File: src/rtl/atm_pager_readback.sv
// atm_pager_readback: IN xxBE responder returning the xxF7 paging state.
// Snapshots the selected register at IN start and holds it until the cycle ends.
module atm_pager_readback #(
    parameter logic [7:0] UNMAPPED_VAL = 8'hFF
) (
    input  logic        fclk,
    input  logic        rst,
    input  logic [7:0]  za_hi,
    input  logic        portbe_stb,
    input  logic        iord_n,
    input  logic [31:0] rd_page0_w,
    input  logic [31:0] rd_page1_w,
    input  logic [7:0]  rd_ramnrom,
    input  logic [7:0]  rd_dos7ffd,
    output logic [7:0]  zd_out,
    output logic        zd_oe,
    output logic        busy
);

    typedef enum logic [1:0] {
        IDLE    = 2'd0,
        LOAD    = 2'd1,
        HOLD    = 2'd2,
        WAITEND = 2'd3
    } state_t;

    state_t      state;
    state_t      state_nxt;
    logic [7:0]  idx;
    logic        load_en;
    logic [7:0]  decoded;
    logic [31:0] page_bus;
    logic [4:0]  page_sh;

    // Select the register addressed by the latched index
    always_comb begin
        page_bus = idx[0] ? rd_page1_w : rd_page0_w;
        page_sh  = {idx[2:1], 3'b000};
        decoded  = UNMAPPED_VAL;
        if (idx[7:3] == 5'd0) begin
            decoded = page_bus[page_sh +: 8];
        end else if (idx == 8'h08) begin
            decoded = rd_ramnrom;
        end else if (idx == 8'h09) begin
            decoded = rd_dos7ffd;
        end
    end

    // Next-state logic; a new strobe always restarts the read
    always_comb begin
        state_nxt = state;
        load_en   = 1'b0;
        unique case (state)
            IDLE: begin
                if (portbe_stb) state_nxt = LOAD;
            end
            LOAD: begin
                if (portbe_stb) begin
                    state_nxt = LOAD;
                end else begin
                    load_en   = 1'b1;
                    state_nxt = iord_n ? WAITEND : HOLD;
                end
            end
            HOLD: begin
                if (portbe_stb)  state_nxt = LOAD;
                else if (iord_n) state_nxt = IDLE;
            end
            WAITEND: begin
                state_nxt = portbe_stb ? LOAD : IDLE;
            end
            default: state_nxt = IDLE;
        endcase
    end

    // State register
    always_ff @(posedge fclk or posedge rst) begin
        if (rst) state <= IDLE;
        else     state <= state_nxt;
    end

    // Latch the index at every strobe, including restarts
    always_ff @(posedge fclk or posedge rst) begin
        if (rst)             idx <= 8'h00;
        else if (portbe_stb) idx <= za_hi;
    end

    // Snapshot data and registered bus controls
    always_ff @(posedge fclk or posedge rst) begin
        if (rst) begin
            zd_out <= 8'h00;
            zd_oe  <= 1'b0;
            busy   <= 1'b0;
        end else begin
            if (load_en) zd_out <= decoded;
            zd_oe <= (state_nxt == HOLD);
            busy  <= (state_nxt != IDLE);
        end
    end

endmodule

File: config.mk
export PLATFORM = sky130hd
export DESIGN_NAME = atm_pager_readback
export DESIGN_NICKNAME = d
export VERILOG_FILES = /design/src/rtl/atm_pager_readback.sv
export SDC_FILE = /design/constraint.sdc
export NUM_CORES = 1
export LEC_CHECK = 0
export CAP_MARGIN = 5
export CORE_ASPECT_RATIO = 0.6
export CORE_MARGIN = 5
export CORE_UTILIZATION = 38
export CTS_CLUSTER_SIZE = 14
export DETAILED_ROUTE_END_ITERATION = 8
export PLACE_DENSITY = 0.86
export SKIP_CTS_REPAIR_TIMING = 1
export SLEW_MARGIN = 20
export SYNTH_ARGS = -nofsm -noshare
export SYNTH_HDL_FRONTEND = slang
export SYNTH_SLANG_ARGS = --single-unit
File: constraint.sdc
create_clock -name fclk -period 2.4 [get_ports fclk]
set_clock_uncertainty 0.1 [all_clocks]
set_input_delay 0.72 -clock fclk [delete_from_list [all_inputs] [get_ports fclk]]
set_output_delay 0.72 -clock fclk [all_outputs]
set_load 0.1 [all_outputs]
# [Yosys cells after proc, flatten, opt, wreduce, memory -nomap -nowiden]
# Index checks and enable logic that the tools add are counted.
[op_classes] eq_ne=6 n_reduce_logical=3 shifts=1 muxes=13
[op_table] op="32-bit two-way mux" n=1
[op_table] op="32-bit by 6-bit variable part select with 8-bit output" n=1
[op_table] op="8-bit two-way mux" n=3
[op_table] op="8-bit by 4-bit == test with 1-bit output (second input constant)" n=2
[op_table] op="2-bit two-way mux" n=4
[op_table] op="2-bit case mux with 4 select lines" n=1
[op_table] op="2-bit == test (second input constant)" n=3
[op_table] op="5-bit zero test" n=1
[op_table] op="1-bit two-way mux" n=4
[op_table] op="2-bit by 1-bit == test with 1-bit output (second input constant)" n=1
[op_table] op="2-bit zero test" n=1
[op_table] op="2-bit nonzero test" n=1
[totals] output_inout_bits=10 inputBits=92 elab_cells=28 register_bits=20

# [Longest topological paths before layout]
[depth] word_depth=4 mapped_depth=7 depth_no_buf=4

# [Least setup slack after synthesis]
# Ideal clock, no wire load.
[synth_timing] path_type="in2reg" from="input portbe_stb" to="register zd_out[0]" required_ns=2.175 path_slack_ns=0.643 cell_stages=4 path_buffers=0 arrival_ns=1.532 setup_ns=0.125 cell_sequence="nor3b_2 > nand2_1 > a21oi_1 > a21oi_1"
[synth_via] elab_chain_len=2
[synth_lines] element="from (decl)" line_no="9" rtl="input logic portbe_stb,"
[synth_lines] element="1-bit two-way mux" line_no="58" rtl="if (portbe_stb) begin"
[synth_lines] element="1-bit two-way mux" line_no="53" rtl="unique case (state)"
[synth_lines] element="to (signal assigned)" line_no="95" rtl="if (load_en) zd_out <= decoded;"
[synth_lines] element="to (decl)" line_no="15" rtl="output logic [7:0] zd_out,"
# Every way passes these cells.
# A chain may end at the register's enable or synchronous reset.

# [Worst setup path in the final report]
[layout_timing] from="input rd_page1_w[2]" to="register zd_out[2]"
[layout_via] elab_chain_len=3
[layout_lines] element="from (decl)" line_no="12" rtl="input logic [31:0] rd_page1_w,"
[layout_lines] element="32-bit two-way mux" line_no="37" rtl="page_bus = idx[0] ? rd_page1_w : rd_page0_w;"
[layout_lines] element="32-bit by 6-bit variable part select with 8-bit output" line_no="41" rtl="decoded = page_bus[page_sh +: 8];"
[layout_lines] element="8-bit two-way mux" line_no="40" rtl="if (idx[7:3] == 5'd0) begin"
# Every way passes these cells.

==> summary.md <==
| Metric | Value |
|---|---|
| Drt first pass iters | 4 |
| Synth warnings | 0 |
| Routed length per instance | 16.8 um |
| Root Driver | clkbuf_8 |
| Worst Hold Class | flop to flop |
| Share of layout cells above drive strength 1 | 0.140 |
| Max Buffers Root-to-Sink | 2 |
| Core area | 3700 um^2 |
| Pwr/cell area | 464 nW/um^2 |
| Post-layout min period | 1.90 ns |
| Inserted Diodes | 0 |
| CP endpoint kind | flop |
| Max FO, Critical Path | 1 |
| Fin area | 2560 um^2 |
| Initial Util | 0.399 |
| H-tree levels | 1 |
| Clk slew on worst S/H paths | 0.08 ns |
| Netlist cell types | 26 |
| CP Launch Type | input port |
| Final WL | 4860 um |
| Initial antenna violation count | 0 |
| Synth Register Bits | 20 |
| Syn Nets | 235 |
| Antenna Nets Post-Route | 0 |
| CP Data Required Time | 2.45 ns |
| RSZ-0062 raised after global routing | no |
| DRC viols | 0 |
| PnR worst setup slack | 0.496 ns |
| Drt initial violations | 33 |
| Slew Limit Fails | 0 |
| Placed cell area | 2480 um^2 |
| Asr flop ratio synth | 1.00 |
| Synth cell count leaders | mux2i_1, nand2_1, dfrtp_1 |
| Die area | 5280 um^2 |
| First-pass GRT wire length | 7820 um |
| Ranking of synthesized cells by area | dfrtp_1, mux2i_1, mux4_2 |
| Final hold vios | 0 |
| CTS buffer count | 3 |
| Worst-Skew Late Latency | 0.26 ns |
| Fill count | 315 |
| Final nets | 336 |
| Via density | 5.20 |
| Synthesized area | 1480 um^2 |
| Worst vdd ir | 0.301 mV |
| Final setup viols | 0 |
| Post-Syn Instances | 143 |
| Rel. slew slack | 0.544 |
| Arrival @ worst endpoint | 1.95 ns |
| GRT Overall Usage | 0.183 |
| Fmax | 525 MHz |
| Final Cycle Share | 0.793 |
| Setup TNS | 0 ns |
| Yosys top cell by area | dfrtp_1 |
| Static Leak | 0.00102 uW |
| Syn-to-layout area delta | 73.0% |
| Placer Congestion | 0.789 |
| Rows | 17 |
| CTS tree | built |
| Die Width | 90.5 um |
| Chip height | 58.3 um |
| Synth top area share | 0.339 |
| Measured slew at the worst slew-check pin | 0.681 ns |
| MaxCap Viol Count | 0 |
| Largest net degree at the start of global routing | 21 |
| Syn Area/Cell | 10.3 um^2 |
| Clock Sinks | 20 |
| Status | finished clean |
| Number of enable flip-flop cells after synthesis | 0 |
| Post-layout util | 0.691 |
| Primary FF master, synth | dfrtp_1 |
| Port bufs | 101 |
| Ports | 102 |
| Place WS | 0.219 ns |
| Total gr overflow | 0 |
| Top-count cell post-synth | mux2i_1 |
| Sequential-to-total area share from yosys stat | 0.339 |
| Final HPWL DP | 4060 um |
| Vias in the first global route | 1567 |
| Vias post-DR | 1507 |
| Critical path class | input port to flop |
-- metrics by stage --
stage               total power [uW]  instances  hold slack (ns)
global route                    1240        290            0.439
finish                          1190        290            0.420
floorplan                        660        143            0.381
CTS                             1190        290            0.417
detailed placement               855        286            0.398
global placement                 849        286            0.393
-- critical path: stages --
cell	delay, ns
clkdlybuf4s50_1	0.39
mux4_1	0.55
o2111ai_1	0.21
a21oi_1	0.09
-- registers in the layout (all words and copies together) (netlist names) --
register and flops:
zd_out 8, idx 8, state 2, zd_oe 1, busy 1
-- report_power, final --
part           switching [uW]  leakage [uW]  internal (uW)
clock                     116     0.0000357            223
sequential               43.2      0.000212            364
combinational             196      0.000770            246
-- layout make-up --
type | count | area, um^2 | share of cell area
repair buffers | 106 | 1020 | 0.400
well taps | 47 | 58.8 | 0.0230
inverters | 2 | 7.51 | 0.00294
multi-input cells | 111 | 893 | 0.349
flip-flops and latches | 20 | 502 | 0.196
clock inverters | 1 | 30.0 | 0.0117
clock buffers | 3 | 41.3 | 0.0162
-- final timing paths --
path,from,to,slack [ns],cells past startpoint
worst min-delay path,idx[5],idx[5],0.42,1
worst min register to register,idx[5],idx[5],0.42,1
max in group asynchronous,rst,idx[0],1.28,3
worst max register to register,idx[7],zd_out[7],0.51,4
min in group asynchronous,rst,idx[1],0.68,3
worst max-delay path,rd_page1_w[2],zd_out[2],0.50,4
-- cells in the final DEF (no fill, tap or decap), drive strengths merged, types with 2 or more instances in the layout --
master	Yosys	routed
buf	8	15
clkdlybuf4s50	0	91
nand2	21	21
mux4	8	8
a21oi	16	16
o2111ai	6	6
dfrtp	20	20
nand3	2	2
mux2	8	8
mux2i	24	24
nand2b	5	5
nor2b	3	3
nor2	10	10
inv	2	2
a22oi	2	2
clkbuf	2	3
-- cell families after synthesis --
group / share of synthesized area
buffers and inverters: 0.0567
muxes: 0.353
DFF: 0.339
AOI/OAI and AO/OA: 0.115
and+or+nand+nor: 0.136
-- per-layer routing --
metal  vias to the layer above  wire (um)  track usage
met5                         -          0            0
met4                         0         38       0.0212
li1                        729          -            -
met3                         4        364       0.0600
met1                       715       2220        0.246
met2                        59       2230        0.300
(Power assumes the default switching activity.)
